### config.mk
export PLATFORM = sky130hd
export DESIGN_NAME = hex_scan_display
export DESIGN_NICKNAME = d
export VERILOG_FILES = /design/src/rtl/hex_disp_pkg.sv /design/src/rtl/hex7seg_decode.sv /design/src/rtl/hex_scan_display.sv
export SDC_FILE = /design/constraint.sdc
export NUM_CORES = 1
export LEC_CHECK = 0
export ABC_CLOCK_PERIOD_IN_PS = 3900
export CAP_MARGIN = 20
export CORE_ASPECT_RATIO = 1.25
export CORE_UTILIZATION = 55
export CTS_BUF_LIST = sky130_fd_sc_hd__clkbuf_2
export CTS_CLUSTER_DIAMETER = 120
export DETAILED_ROUTE_END_ITERATION = 6
export HOLD_SLACK_MARGIN = 0.02
export PLACE_DENSITY = 0.78
export REMOVE_ABC_BUFFERS = 1
export SYNTH_ARGS = -nofsm -noshare
export SYNTH_HDL_FRONTEND = slang
export SYNTH_SLANG_ARGS = --single-unit
### constraint.sdc
create_clock -name clk -period 3.9 [get_ports clk]
set_input_delay 0.975 -clock clk [delete_from_list [all_inputs] [get_ports clk]]
set_output_delay 0.975 -clock clk [all_outputs]
set_load 0.005 [all_outputs]
### src/rtl/hex_disp_pkg.sv
`default_nettype none
// ---------------------------------------------------------------------------
// hex_disp_pkg : shared constants for the scanned hex display (rev 1.0)
// ---------------------------------------------------------------------------
package hex_disp_pkg;

  localparam int MAX_DIGITS = 8;

  localparam logic [6:0] SEG_OFF = 7'h00;

  // Active-high segment patterns, bit 0 = a .. bit 6 = g
  localparam logic [6:0] SEG_LUT [16] = '{
    7'h3F, 7'h06, 7'h5B, 7'h4F, 7'h66, 7'h6D, 7'h7D, 7'h07,
    7'h7F, 7'h6F, 7'h77, 7'h7C, 7'h39, 7'h5E, 7'h79, 7'h71
  };

  // Digit-index width: $clog2(digits), never below 1
  function automatic int idx_width(input int digits);
    return (digits > 1) ? $clog2(digits) : 1;
  endfunction

endpackage
`default_nettype wire

### src/rtl/hex7seg_decode.sv
`default_nettype none
// ---------------------------------------------------------------------------
// hex7seg_decode : 4-bit nibble to active-high 7-segment pattern (rev 1.0)
// ---------------------------------------------------------------------------
module hex7seg_decode
  import hex_disp_pkg::*;
(
  input  logic [3:0] nibble,
  output logic [6:0] seg
);

  always_comb begin
    seg = SEG_LUT[nibble];
  end

endmodule
`default_nettype wire

### src/rtl/hex_scan_display.sv
`default_nettype none
// ---------------------------------------------------------------------------
// hex_scan_display : time-multiplexed N-digit hex 7-segment driver with
// double-buffered load, leading-zero blanking and decimal points (rev 1.0)
// ---------------------------------------------------------------------------
module hex_scan_display
  import hex_disp_pkg::*;
#(
  parameter int DIGITS     = 4,
  parameter int SCAN_DIV   = 50000,
  parameter bit ACTIVE_LOW = 1'b1
) (
  input  logic                  clk,
  input  logic                  reset,
  input  logic                  load,
  input  logic [4*DIGITS-1:0]   data,
  input  logic [DIGITS-1:0]     dp_in,
  input  logic                  blank_lz,
  output logic [6:0]            seg,
  output logic                  dp,
  output logic [DIGITS-1:0]     an,
  output logic                  frame_done
);

  localparam int                IDX_W    = idx_width(DIGITS);
  localparam int                PRE_W    = $clog2(SCAN_DIV);
  localparam logic [PRE_W-1:0]  PRE_LAST = PRE_W'(SCAN_DIV - 1);
  localparam logic [IDX_W-1:0]  IDX_LAST = IDX_W'(DIGITS - 1);
  localparam logic [6:0]        SEG_IDLE = ACTIVE_LOW ? 7'h7F : 7'h00;
  localparam logic              DP_IDLE  = ACTIVE_LOW;
  localparam logic [DIGITS-1:0] AN_IDLE  = ACTIVE_LOW ? {DIGITS{1'b1}} : {DIGITS{1'b0}};

  logic [PRE_W-1:0]    prescaler_q, prescaler_d;
  logic [IDX_W-1:0]    index_q, index_d;
  logic [4*DIGITS-1:0] shadow_q, shadow_d;
  logic [DIGITS-1:0]   shadow_dp_q, shadow_dp_d;
  logic [4*DIGITS-1:0] display_q, display_d;
  logic [DIGITS-1:0]   display_dp_q, display_dp_d;
  logic [6:0]          seg_q, seg_d;
  logic                dp_q, dp_d;
  logic [DIGITS-1:0]   an_q, an_d;
  logic                frame_done_q, frame_done_d;

  logic                tick, wrap;
  logic [3:0]          cur_nib;
  logic [6:0]          dec_seg;
  logic [6:0]          seg_raw;
  logic [DIGITS-1:0]   lz;
  logic                zero_run;
  logic                blank;

  // Scan timing and buffering; display only ever changes on the wrap tick
  always_comb begin
    tick         = (prescaler_q == PRE_LAST);
    wrap         = tick && (index_q == IDX_LAST);
    prescaler_d  = tick ? '0 : prescaler_q + PRE_W'(1);
    index_d      = index_q;
    if (tick) begin
      index_d = wrap ? '0 : index_q + IDX_W'(1);
    end
    shadow_d     = load ? data  : shadow_q;
    shadow_dp_d  = load ? dp_in : shadow_dp_q;
    display_d    = wrap ? shadow_q    : display_q;
    display_dp_d = wrap ? shadow_dp_q : display_dp_q;
    frame_done_d = wrap;
  end

  always_comb begin
    cur_nib = display_q[{index_q, 2'b00} +: 4];
  end

  hex7seg_decode u_decode (
    .nibble (cur_nib),
    .seg    (dec_seg)
  );

  // lz[i] is set when every nibble from the top down to digit i is zero
  always_comb begin
    zero_run = 1'b1;
    lz       = '0;
    for (int i = DIGITS - 1; i >= 0; i--) begin
      zero_run = zero_run && (display_q[4*i +: 4] == 4'd0);
      lz[i]    = zero_run;
    end
  end

  always_comb begin
    blank   = blank_lz && lz[index_q] && (index_q != '0);
    seg_raw = blank ? SEG_OFF : dec_seg;
    seg_d   = ACTIVE_LOW ? ~seg_raw : seg_raw;
    dp_d    = ACTIVE_LOW ? ~display_dp_q[index_q] : display_dp_q[index_q];
    an_d    = ACTIVE_LOW ? ~(DIGITS'(1) << index_q) : (DIGITS'(1) << index_q);
  end

  always_ff @(posedge clk or posedge reset) begin
    if (reset) begin
      prescaler_q  <= '0;
      index_q      <= '0;
      shadow_q     <= '0;
      shadow_dp_q  <= '0;
      display_q    <= '0;
      display_dp_q <= '0;
      seg_q        <= SEG_IDLE;
      dp_q         <= DP_IDLE;
      an_q         <= AN_IDLE;
      frame_done_q <= 1'b0;
    end else begin
      prescaler_q  <= prescaler_d;
      index_q      <= index_d;
      shadow_q     <= shadow_d;
      shadow_dp_q  <= shadow_dp_d;
      display_q    <= display_d;
      display_dp_q <= display_dp_d;
      seg_q        <= seg_d;
      dp_q         <= dp_d;
      an_q         <= an_d;
      frame_done_q <= frame_done_d;
    end
  end

  assign seg        = seg_q;
  assign dp         = dp_q;
  assign an         = an_q;
  assign frame_done = frame_done_q;

endmodule
`default_nettype wire

==> results of run 1 <==
-- worst max-delay path by stage --
| stage | start | end | depth (start not counted) |
|---|---|---|---|
| after floorplan | reset | display_dp_q[0]$_DFFE_PP0P_ | 1 |
| after global placement | load | shadow_q[2]$_DFFE_PP0P_ | 2 |
| after detailed placement | load | shadow_q[14]$_DFFE_PP0P_ | 2 |
| after CTS | prescaler_q[0]$_DFF_PP0_ | display_q[6]$_DFFE_PP0P_ | 5 |
| after global routing | prescaler_q[0]$_DFF_PP0_ | display_q[12]$_DFFE_PP0P_ | 5 |
| final | prescaler_q[0]$_DFF_PP0_ | display_q[6]$_DFFE_PP0P_ | 5 |
-- Yosys cell counts (2+ instances only) --
cell and n:
o211ai_1 2, mux2_2 20, a21oi_1 4, nand2_1 9, or4_1 3, xor2_1 10, ha_1 11, buf_6 4
nor4b_1 4, xnor2_1 5, nand2b_1 2, and3_1 9, o21ai_0 4, mux4_2 6, clkbuf_1 2, o21ai_1 3
or2_0 2, buf_2 3, dfrtp_1 59, and4_1 3, nand4_1 3, inv_1 10, nor2_1 8, nand3_1 11
dfstp_2 12, mux2_4 20
-- sequential cells by signal, indices dropped and copies added (netlist names) --
register / flops
seg: 7
frame_done: 1
prescaler_q: 16
display_dp_q: 4
dp: 1
index_q: 2
shadow_dp_q: 4
shadow_q: 16
display_q: 16
an: 4
-- report_power, final --
| part | switching, mW | internal (mW) |
|---|---|---|
| sequential | 0.0118 | 0.758 |
| combinational | 0.0247 | 0.0406 |
| clock | 0.251 | 0.208 |
-- final cells by class --
class	instances	area [µm²]	area share
Clock buffer	9	45.04	0.01165
Clock inverter	7	87.58	0.02266
Inverter	10	37.54	0.009712
Multi-Input combinational cell	155	1445	0.3739
Sequential cell	71	1792	0.4636
Tap cell	66	82.58	0.02137
Timing Repair Buffer	38	375.4	0.09712
-- per-layer routing --
metal  vias to the layer above  GRT usage  share of wire
met5                         -          0              0
met4                         0    0.09626          0.024
met3                        13    0.02706          0.033
met2                        52     0.3413           0.50
met1                       982     0.2541           0.45
li1                        954          -              -
-- metrics by stage --
step | hold slack, ns | worst slack (ns) | cell area, µm² | utilization | cells
2_1_floorplan | 0.4386 | 1.148 | 3274 | - | 236
3_3_place_gp | 0.4737 | 1.348 | 3732 | 0.6415 | 340
3_5_place_dp | 0.4787 | 1.312 | 3732 | 0.6415 | 340
4_1_cts | 0.5002 | 1.299 | 3865 | 0.6643 | 356
6_report | 0.5014 | 1.293 | 3865 | 0.6643 | 356
5_1_grt | 0.5178 | 1.078 | 3865 | 0.6643 | 356
-- cells by family after synthesis --
group / count (synthesis)
muxes: 48
adders and majority gates: 11
DFF: 71
and+or+nand+nor: 62
AOI/OAI and AO/OA: 19
xor gates and xnor gates: 15
buffers and inverters: 19
-- placed cells by master, fill, tap and decap left out, types with 5 or more instances in the layout --
cell type        instances
dfstp_2                 12
clkdlybuf4s50_1         36
inv_1                    9
clkbuf_2                 9
xor2_1                  10
mux4_2                   6
ha_1                    11
nand3_1                 11
dfrtp_1                 59
nor2_1                   8
mux2_2                  20
mux2_4                  20
xnor2_1                  5
nand2_1                  9
and3_1                   9
==> out/summary.txt, run 1 <==
status = finished clean
Yosys top cell by area = dfrtp_1
Post-Synth Simple-Gate Area = 0.1112
CP Max Fanout = 20
hold path cells = 1
Synth cell types = 42
Final Slew Violations = 0
worst endpoint required time = 4.28 ns
Resize count post-CTS = 0
mapped cell area = 0.003342 mm²
via count = 2001
CTS tree = built
Core ar. = 0.005818 mm²
number of synthesized flops with an enable pin = 0
Antenna Diode Count = 0
largest family of logic cells by synthesized area = multiplexers
R2R Setup Slk = 1.29 ns
WL per Instance = 15.57 µm
largest net degree at the start of global routing = 48
share of layout cells above drive strength 1 = 0.2759
async set or reset register ratio after synthesis = 1.000
Reg2Reg Capture Point = display_q[6]$_DFFE_PP0P_
first-pass GRT wire length = 9.701 mm
Initial Utilization = 0.5744
ANT nets after route = 0
Power Density = 334.8 mW/mm²
f_max = 383.6 MHz
Clock Pin Slew Worst Setup and Hold Paths = 0.21 ns
slowest stage delay, CP = 0.51 ns
Pleak = 1.814 nW
total design power = 1.294 mW
Syn Area/Cell = 13.64 µm²
startpoint types = register
post-DP HPWL = 3.989 mm
post-synthesis sequential area ratio = 0.5361
final net count = 320
CTS max path bufs = 2
endpoints failing setup = 0
initial antenna violation count = 0
Die Area = 0.006394 mm²
Crit. End Element = register
vias in the first global route = 2067
number of fill cells = 423
# IOs = 37
crit-path cells = ha_1 -> and3_1 -> and4_1 -> nand2_2 -> mux2_4
adder-cell share of the synthesized area = 0.04118
drt pass-1 iters = 4
Starting DRT DRC Count = 99
worst vdd ir = 223.2 µV
Post-Synth XOR/XNOR Area = 0.03931
Skew-Pair Late Insertion Delay = 0.51 ns
# rows = 31
worst reg-to-reg path cell count = 5
total CTS buffers = 9
crit path buf inv count = 0
Final period util = 0.6684
mux cell area share after synthesis = 0.2040
Top FF cell, synth = dfrtp_1
Slowest cell on crit path = nand2_2
hold crit path type = reg2reg
Least-Margin Pin Slew = 0.8517 ns
Compound-Gate Fraction of Synth Area = 0.03669
CTS Sinks = 71
Setup Crit Path Kind = reg2reg
delay-heaviest family, CP = simple AND/OR/NAND/NOR gates
number of synthesis warnings = 0
CP arrival = 2.99 ns
area grow syn2layout = 15.65%
FF+latch count, synth = 71
H-tree depth = 3
unrepaired setup endpoints after global routing = false
grt total ovfl = 0
Root Buffer = clkbuf_2
Hold Crit Endpoint = prescaler_q[15]$_DFF_PP0_
setup bufs post-CTS = 0
DRT Wirelength = 5.544 mm
Slew headroom = 0.4304
maxcap violations = 0
Layout Skew = 0.03289 ns
synth top area cells = dfrtp_1 (44%), dfstp_2 (9.4%), mux2_4 (9.0%), mux2_2 (6.7%), ha_1 (4.1%)
RR Startpoint = prescaler_q[0]$_DFF_PP0_
Die W = 71.72 µm
sum of negative setup slack = 0 ns
All-Layer GR Usage = 0.2000
Synth top area share = 0.4418
die height = 89.15 µm
Syn Inst Count = 245
Via-to-Cell Ratio = 5.621
Remaining DRCs = 0
GPL Wtd Cong = 0.8487
Final min period = 2.607 ns
port bufs = 36
hold_sp = prescaler_q[15]$_DFF_PP0_
Final Hold Viols = 0
hold bufs inserted after CTS = 0
(Power assumes the default switching activity.)
==> inputs of run 2 (changes only) <==
ABC_CLOCK_PERIOD_IN_PS = 2650   (was 3900)
clock period = 2.65 ns   (was 3.9 ns; I/O delays follow)
==> run 2 against run 1 <==
Clock power grew 71%; clock-buffer cell count grew 1; power increased by 56%; final cell count increased by 0.28%; largest power group unchanged; highest routed layer unchanged.
==> out/summary.txt, run 2 (synthesis gave the netlist of run 1 again) <==
status = finished clean (unchanged)
maxcap violations = 0 (unchanged)
share of layout cells above drive strength 1 = 0.2818 (was 0.2759)
Least-Margin Pin Slew = 0.6722 ns (was 0.8517 ns)
post-DP HPWL = 3.821 mm (was 3.989 mm)
CP arrival = 2.62 ns (was 2.99 ns)
# IOs = 37 (unchanged)
Remaining DRCs = 0 (unchanged)
Initial Utilization = 0.5744 (unchanged)
number of fill cells = 441 (was 423)
Final min period = 2.221 ns (was 2.607 ns)
Clk pwr share = 0.389 (was 0.355)
global routing's busiest layer = met2 (unchanged)
GR Util met3 = 0.03157 (was 0.02706)
Starting DRT DRC Count = 151 (was 99)
combinational group share of total power = 0.049 (was 0.050)
All-Layer GR Usage = 0.2010 (was 0.2000)
f_max = 450.2 MHz (was 383.6 MHz)
met2 GRT Util = 0.3293 (was 0.3413)
Reg area = 0.001792 mm² (unchanged)
Final Hold Viols = 0 (unchanged)
DRT Wirelength = 5.596 mm (was 5.544 mm)
top flop regs = display_q (16), prescaler_q (16), shadow_q (16) (unchanged)
CTS max path bufs = 2 (unchanged)
largest net degree at the start of global routing = 72 (was 48)
die height = 89.15 µm (unchanged)
Multi-input gate area = 0.001445 mm² (unchanged)
Slew headroom = 0.5514 (was 0.4304)
initial antenna violation count = 0 (unchanged)
WL per Instance = 15.68 µm (was 15.57 µm)
Clock Pin Slew Worst Setup and Hold Paths = 0.19 ns (was 0.21 ns)
Root Buffer = clkbuf_2 (unchanged)
CP Max Fanout = 20 (unchanged)
# rows = 31 (unchanged)
worst slack, placed = 0.4898 ns (was 1.312 ns)
setup ws final = 0.4285 ns (was 1.293 ns)
startpoint types = register (unchanged)
Pleak = 1.829 nW (was 1.814 nW)
end of the critical path = display_q[6]$_DFFE_PP0P_ (unchanged)
Final Slew Violations = 0 (unchanged)
Setup Crit Path Kind = reg2reg (unchanged)
Switching Power = 0.4326 mW (was 0.2871 mW)
hold bufs inserted after CTS = 0 (unchanged)
via count = 2049 (was 2001)
Antenna Diode Count = 0 (unchanged)
Sw Share = 0.2143 (was 0.2219)
worst vdd ir = 364.4 µV (was 223.2 µV)
Power Density = 515.9 mW/mm² (was 334.8 mW/mm²)
Skew-Pair Late Insertion Delay = 0.52 ns (was 0.51 ns)
most frequent cells in the layout = dfrtp_1 (59), clkdlybuf4s50_1 (36), mux2_4 (20), mux2_2 (20), dfstp_2 (12) (unchanged)
Die W = 71.72 µm (unchanged)
Die Area = 0.006394 mm² (unchanged)
unrepaired setup endpoints after global routing = false (unchanged)
commonest non-fill, non-tap cell in the layout = dfrtp_1 (unchanged)
area grow syn2layout = 17.07% (was 15.65%)
setup bufs post-CTS = 0 (unchanged)
worst endpoint required time = 3.05 ns (was 4.28 ns)
CTS tree = built (unchanged)
port bufs = 36 (unchanged)
CTS Sinks = 71 (unchanged)
Reg2Reg Capture Point = display_q[6]$_DFFE_PP0P_ (unchanged)
Via-to-Cell Ratio = 5.739 (was 5.621)
Layout Skew = 0.03028 ns (was 0.03289 ns)
Core ar. = 0.005818 mm² (unchanged)
RR Startpoint = prescaler_q[0]$_DFF_PP0_ (unchanged)
GPL Wtd Cong = 0.8486 (was 0.8487)
drt pass-1 iters = 5 (was 4)
final net count = 321 (was 320)
R2R Setup Slk = 0.43 ns (was 1.29 ns)
first-pass GRT wire length = 9.653 mm (was 9.701 mm)
vias in the first global route = 2054 (was 2067)
Crit. End Element = register (unchanged)
hold crit path type = reg2reg (unchanged)
total CTS buffers = 9 (unchanged)
Final Util = 0.6725 (was 0.6643)
endpoints failing setup = 0 (unchanged)
H-tree depth = 3 (unchanged)
Critical Path Start = prescaler_q[0]$_DFF_PP0_ (unchanged)
worst reg-to-reg path cell count = 5 (unchanged)
sum of negative setup slack = 0 ns (unchanged)
cell internal pwr = 1.586 mW (was 1.007 mW)
Resize count post-CTS = 0 (unchanged)
grt total ovfl = 0 (unchanged)
met1 Use GR = 0.2534 (was 0.2541)
Final period util = 0.8383 (was 0.6684)
ANT nets after route = 0 (unchanged)
Reg power frac = 0.562 (was 0.595)
[run 2: cell types whose count changed in the layout (fill, tap and decap cells not counted)]
cell,change
clkinv_4,-1
bufinv_16,+1
clkinv_1,-1
clkbuf_2,+1
clkinv_2,-2
clkinvlp_4,+2
buf_12,+1
[run 2: layer usage]
layer	up-vias	part of all wire	wire, µm
met5	-	0	0
met4	0	0.026	143
met3	15	0.023	131
met2	38	0.50	2792
met1	1032	0.45	2530
li1	964	-	-
[run 2: worst min path at each step]
| stage | from | endpoint | slack (ns) | cells after the start |
|---|---|---|---|---|
| final | prescaler_q[15]$_DFF_PP0_ | prescaler_q[15]$_DFF_PP0_ | 0.51 | 1 |
| after global routing | reset | frame_done$_DFF_PP0_ | 0.54 | 3 |
| after CTS | reset | shadow_q[12]$_DFFE_PP0P_ | 0.50 | 3 |
| after detailed placement | display_dp_q[0]$_DFFE_PP0P_ | display_dp_q[0]$_DFFE_PP0P_ | 0.49 | 1 |
| after global placement | prescaler_q[15]$_DFF_PP0_ | prescaler_q[15]$_DFF_PP0_ | 0.47 | 1 |
| after floorplan | prescaler_q[15]$_DFF_PP0_ | prescaler_q[15]$_DFF_PP0_ | 0.44 | 1 |
[run 2: layout make-up]
type | count | area share
clock buffer | 10 | 0.01279
multi-input combinational | 155 | 0.3694
clock inverter | 6 | 0.02814
sequential | 71 | 0.4579
inverter | 10 | 0.009594
timing repair buffer | 39 | 0.1011
tap | 66 | 0.02111
[run 2: worst max-delay path, cell delays in order (launching register included)]
cell and delay (ns):
dfrtp_1 0.45, ha_1 0.33, and3_1 0.25, and4_1 0.25
nand2_2 0.40, mux2_4 0.44
[run 2: power groups by stage]
stage               registers [mW]  clock network [mW]  logic [mW]
finish                        1.13               0.785      0.0993
global route                  1.14               0.844       0.110
CTS                           1.13               0.805       0.102
detailed placement            1.15                   0       0.101
global placement              1.15                   0      0.0971
floorplan                     1.15                   0      0.0491
[run 2: metrics by stage]
| stage | std cells | power, mW | hold WS, ns | area, µm² |
|---|---|---|---|---|
| 2_1_floorplan | 236 | 1.194 | 0.4386 | 3274 |
| 3_3_place_gp | 341 | 1.249 | 0.4669 | 3752 |
| 3_5_place_dp | 341 | 1.255 | 0.4932 | 3752 |
| 4_1_cts | 357 | 2.041 | 0.5022 | 3913 |
| 5_1_grt | 357 | 2.093 | 0.5352 | 3913 |
| 6_report | 357 | 2.018 | 0.5144 | 3913 |
==> inputs of run 3 (changes only) <==
ABC_CLOCK_PERIOD_IN_PS = 2200   (was 2650)
clock period = 2.2 ns   (was 2.65 ns; I/O delays follow)
==> run 3 against run 2 <==
Global-route usage increased by 0.075 points; first-iteration DRC count decreased by 28%; sequential share of layout area is 0.35 points lower; die area is the same; cell area rose by 0.77%; register-to-register slack got worse by 0.22 ns; critical path depth down 4; sequential power rose by 20%; flip-flop and latch count did not move; largest power group unchanged; highest routed layer unchanged.
==> out/summary.txt, run 3 (synthesis gave the netlist of run 1 again) <==
status = finished clean (unchanged)
post-DP HPWL = 4.088 mm (was 3.821 mm)
# rows = 31 (unchanged)
worst vdd ir = 539.1 µV (was 364.4 µV)
Antenna Diode Count = 0 (unchanged)
largest net degree at the start of global routing = 31 (was 72)
Remaining DRCs = 0 (unchanged)
Via-to-Cell Ratio = 5.548 (was 5.739)
DRT Wirelength = 5.587 mm (was 5.596 mm)
Setup Crit Path Kind = reg2out (was reg2reg)
worst endpoint required time = 1.65 ns (was 3.05 ns)
Core ar. = 0.005818 mm² (unchanged)
initial antenna violation count = 0 (unchanged)
endpoints failing setup = 0 (unchanged)
CTS max path bufs = 2 (unchanged)
Final Hold Viols = 0 (unchanged)
Slowest cell on crit path = dfstp_2 (was dfrtp_1)
number of fill cells = 428 (was 441)
RR Startpoint = index_q[0]$_DFFE_PP0N_ (was prescaler_q[0]$_DFF_PP0_)
CTS Sinks = 71 (unchanged)
Power Density = 586.3 mW/mm² (was 515.9 mW/mm²)
Crit. End Element = output pin (was register)
CP Max Fanout = 1 (was 20)
CP arrival = 1.57 ns (was 2.62 ns)
final net count = 325 (was 321)
Critical Path Start = an[3]$_DFF_PP1_ (was prescaler_q[0]$_DFF_PP0_)
ANT nets after route = 0 (unchanged)
most frequent cells in the layout = dfrtp_1 (59), clkdlybuf4s50_1 (36), mux2_4 (20), mux2_2 (20), dfstp_2 (12) (unchanged)
GPL Wtd Cong = 0.8152 (was 0.8486)
Root Buffer = clkbuf_2 (unchanged)
Die Area = 0.006394 mm² (unchanged)
end of the critical path = an[3] (was display_q[6]$_DFFE_PP0P_)
area grow syn2layout = 17.97% (was 17.07%)
top flop regs = display_q (16), prescaler_q (16), shadow_q (16) (unchanged)
first-pass GRT wire length = 9.480 mm (was 9.653 mm)
Pleak = 1.850 nW (was 1.829 nW)
f_max = 472.7 MHz
unrepaired setup endpoints after global routing = false (unchanged)
delay-heaviest family, CP = flip-flops (was simple AND/OR/NAND/NOR gates)
Starting DRT DRC Count = 109 (was 151)
setup ws final = 0.08430 ns (was 0.4285 ns)
Resize count post-CTS = 0 (unchanged)
# IOs = 37 (unchanged)
Final Slew Violations = 0 (unchanged)
R2R Setup Slk = 0.21 ns (was 0.43 ns)
sum of negative setup slack = 0 ns (unchanged)
Initial Utilization = 0.5744 (unchanged)
share of layout cells above drive strength 1 = 0.2915 (was 0.2818)
slowest stage delay, CP = 0.56 ns (was 0.45 ns)
CTS tree = built (unchanged)
DP Area = 0.003807 mm² (was 0.003752 mm²)
Layout Skew = 0.03769 ns (was 0.03028 ns)
startpoint types = register (unchanged)
maxcap violations = 0 (unchanged)
drt pass-1 iters = 4 (was 5)
worst reg-to-reg path cell count = 6 (was 5)
vias in the first global route = 1976 (was 2054)
fin area = 0.003943 mm² (was 0.003913 mm²)
Clock Pin Slew Worst Setup and Hold Paths = 0.21 ns (was 0.19 ns)
Final period util = 0.9617
crit path buf inv count = 1 (was 0)
hold bufs inserted after CTS = 0 (unchanged)
H-tree depth = 3 (unchanged)
Skew-Pair Late Insertion Delay = 0.51 ns (was 0.52 ns)
die height = 89.15 µm (unchanged)
Final min period = 2.116 ns
via count = 2003 (was 2049)
Least-Margin Pin Slew = 0.6686 ns (was 0.6722 ns)
Hold WS = 0.3077 ns (was 0.5144 ns)
Slew headroom = 0.5538 (was 0.5514)
All-Layer GR Usage = 0.2018 (was 0.2010)
crit-path cells = clkdlybuf4s50_1 (was ha_1 -> and3_1 -> and4_1 -> nand2_2 -> mux2_4)
commonest non-fill, non-tap cell in the layout = dfrtp_1 (unchanged)
WL per Instance = 15.48 µm (was 15.68 µm)
worst slack, placed = 0.2278 ns (was 0.4898 ns)
hold crit path type = in2async (was reg2reg)
setup bufs post-CTS = 0 (unchanged)
total design power = 2.312 mW (was 2.018 mW)
Levels on crit path = 1 (was 5)
port bufs = 36 (unchanged)
Reg2Reg Capture Point = seg[2]$_DFF_PP1_ (was display_q[6]$_DFFE_PP0P_)
Die W = 71.72 µm (unchanged)
total CTS buffers = 9 (unchanged)
grt total ovfl = 0 (unchanged)
run 3: metrics by stage:
step / instances / util
after CTS: 361 / 0.6776
after global placement: 345 / 0.6544
after floorplan: 236 / -
after global routing: 361 / 0.6776
final: 361 / 0.6776
after detailed placement: 345 / 0.6544
run 3: power by group:
| part | total, mW | switching (mW) | internal (mW) |
|---|---|---|---|
| registers | 1.36 | 0.0194 | 1.34 |
| logic | 0.121 | 0.0439 | 0.0774 |
| clock network | 0.827 | 0.451 | 0.376 |
| total | 2.31 | 0.514 | 1.80 |
run 3: worst min path at each step:
stage                              startpoint                         to  cells after the start
floorplan           prescaler_q[15]$_DFF_PP0_  prescaler_q[15]$_DFF_PP0_                      1
global placement    prescaler_q[15]$_DFF_PP0_  prescaler_q[15]$_DFF_PP0_                      1
detailed placement  prescaler_q[15]$_DFF_PP0_  prescaler_q[15]$_DFF_PP0_                      1
CTS                                     reset       frame_done$_DFF_PP0_                      2
global route                            reset   prescaler_q[1]$_DFF_PP0_                      2
finish                                  reset   prescaler_q[1]$_DFF_PP0_                      2
run 3: per-layer routing:
layer  wire length, µm  vias to the layer above  track usage
met3               164                       13      0.04059
li1                  -                      968            -
met4               165                        0       0.1266
met1              2506                      975       0.2542
met2              2750                       47       0.3233
met5                 0                        -            0
run 3: final cells by class:
class	instances	area (µm²)	share of cell area
Sequential cell	71	1792	0.4545
Multi-Input combinational cell	155	1445	0.3666
Timing Repair Buffer	43	450.4	0.1142
Clock inverter	6	85.08	0.02158
Tap cell	66	82.58	0.02095
Clock buffer	10	50.05	0.01269
Inverter	10	37.54	0.009521
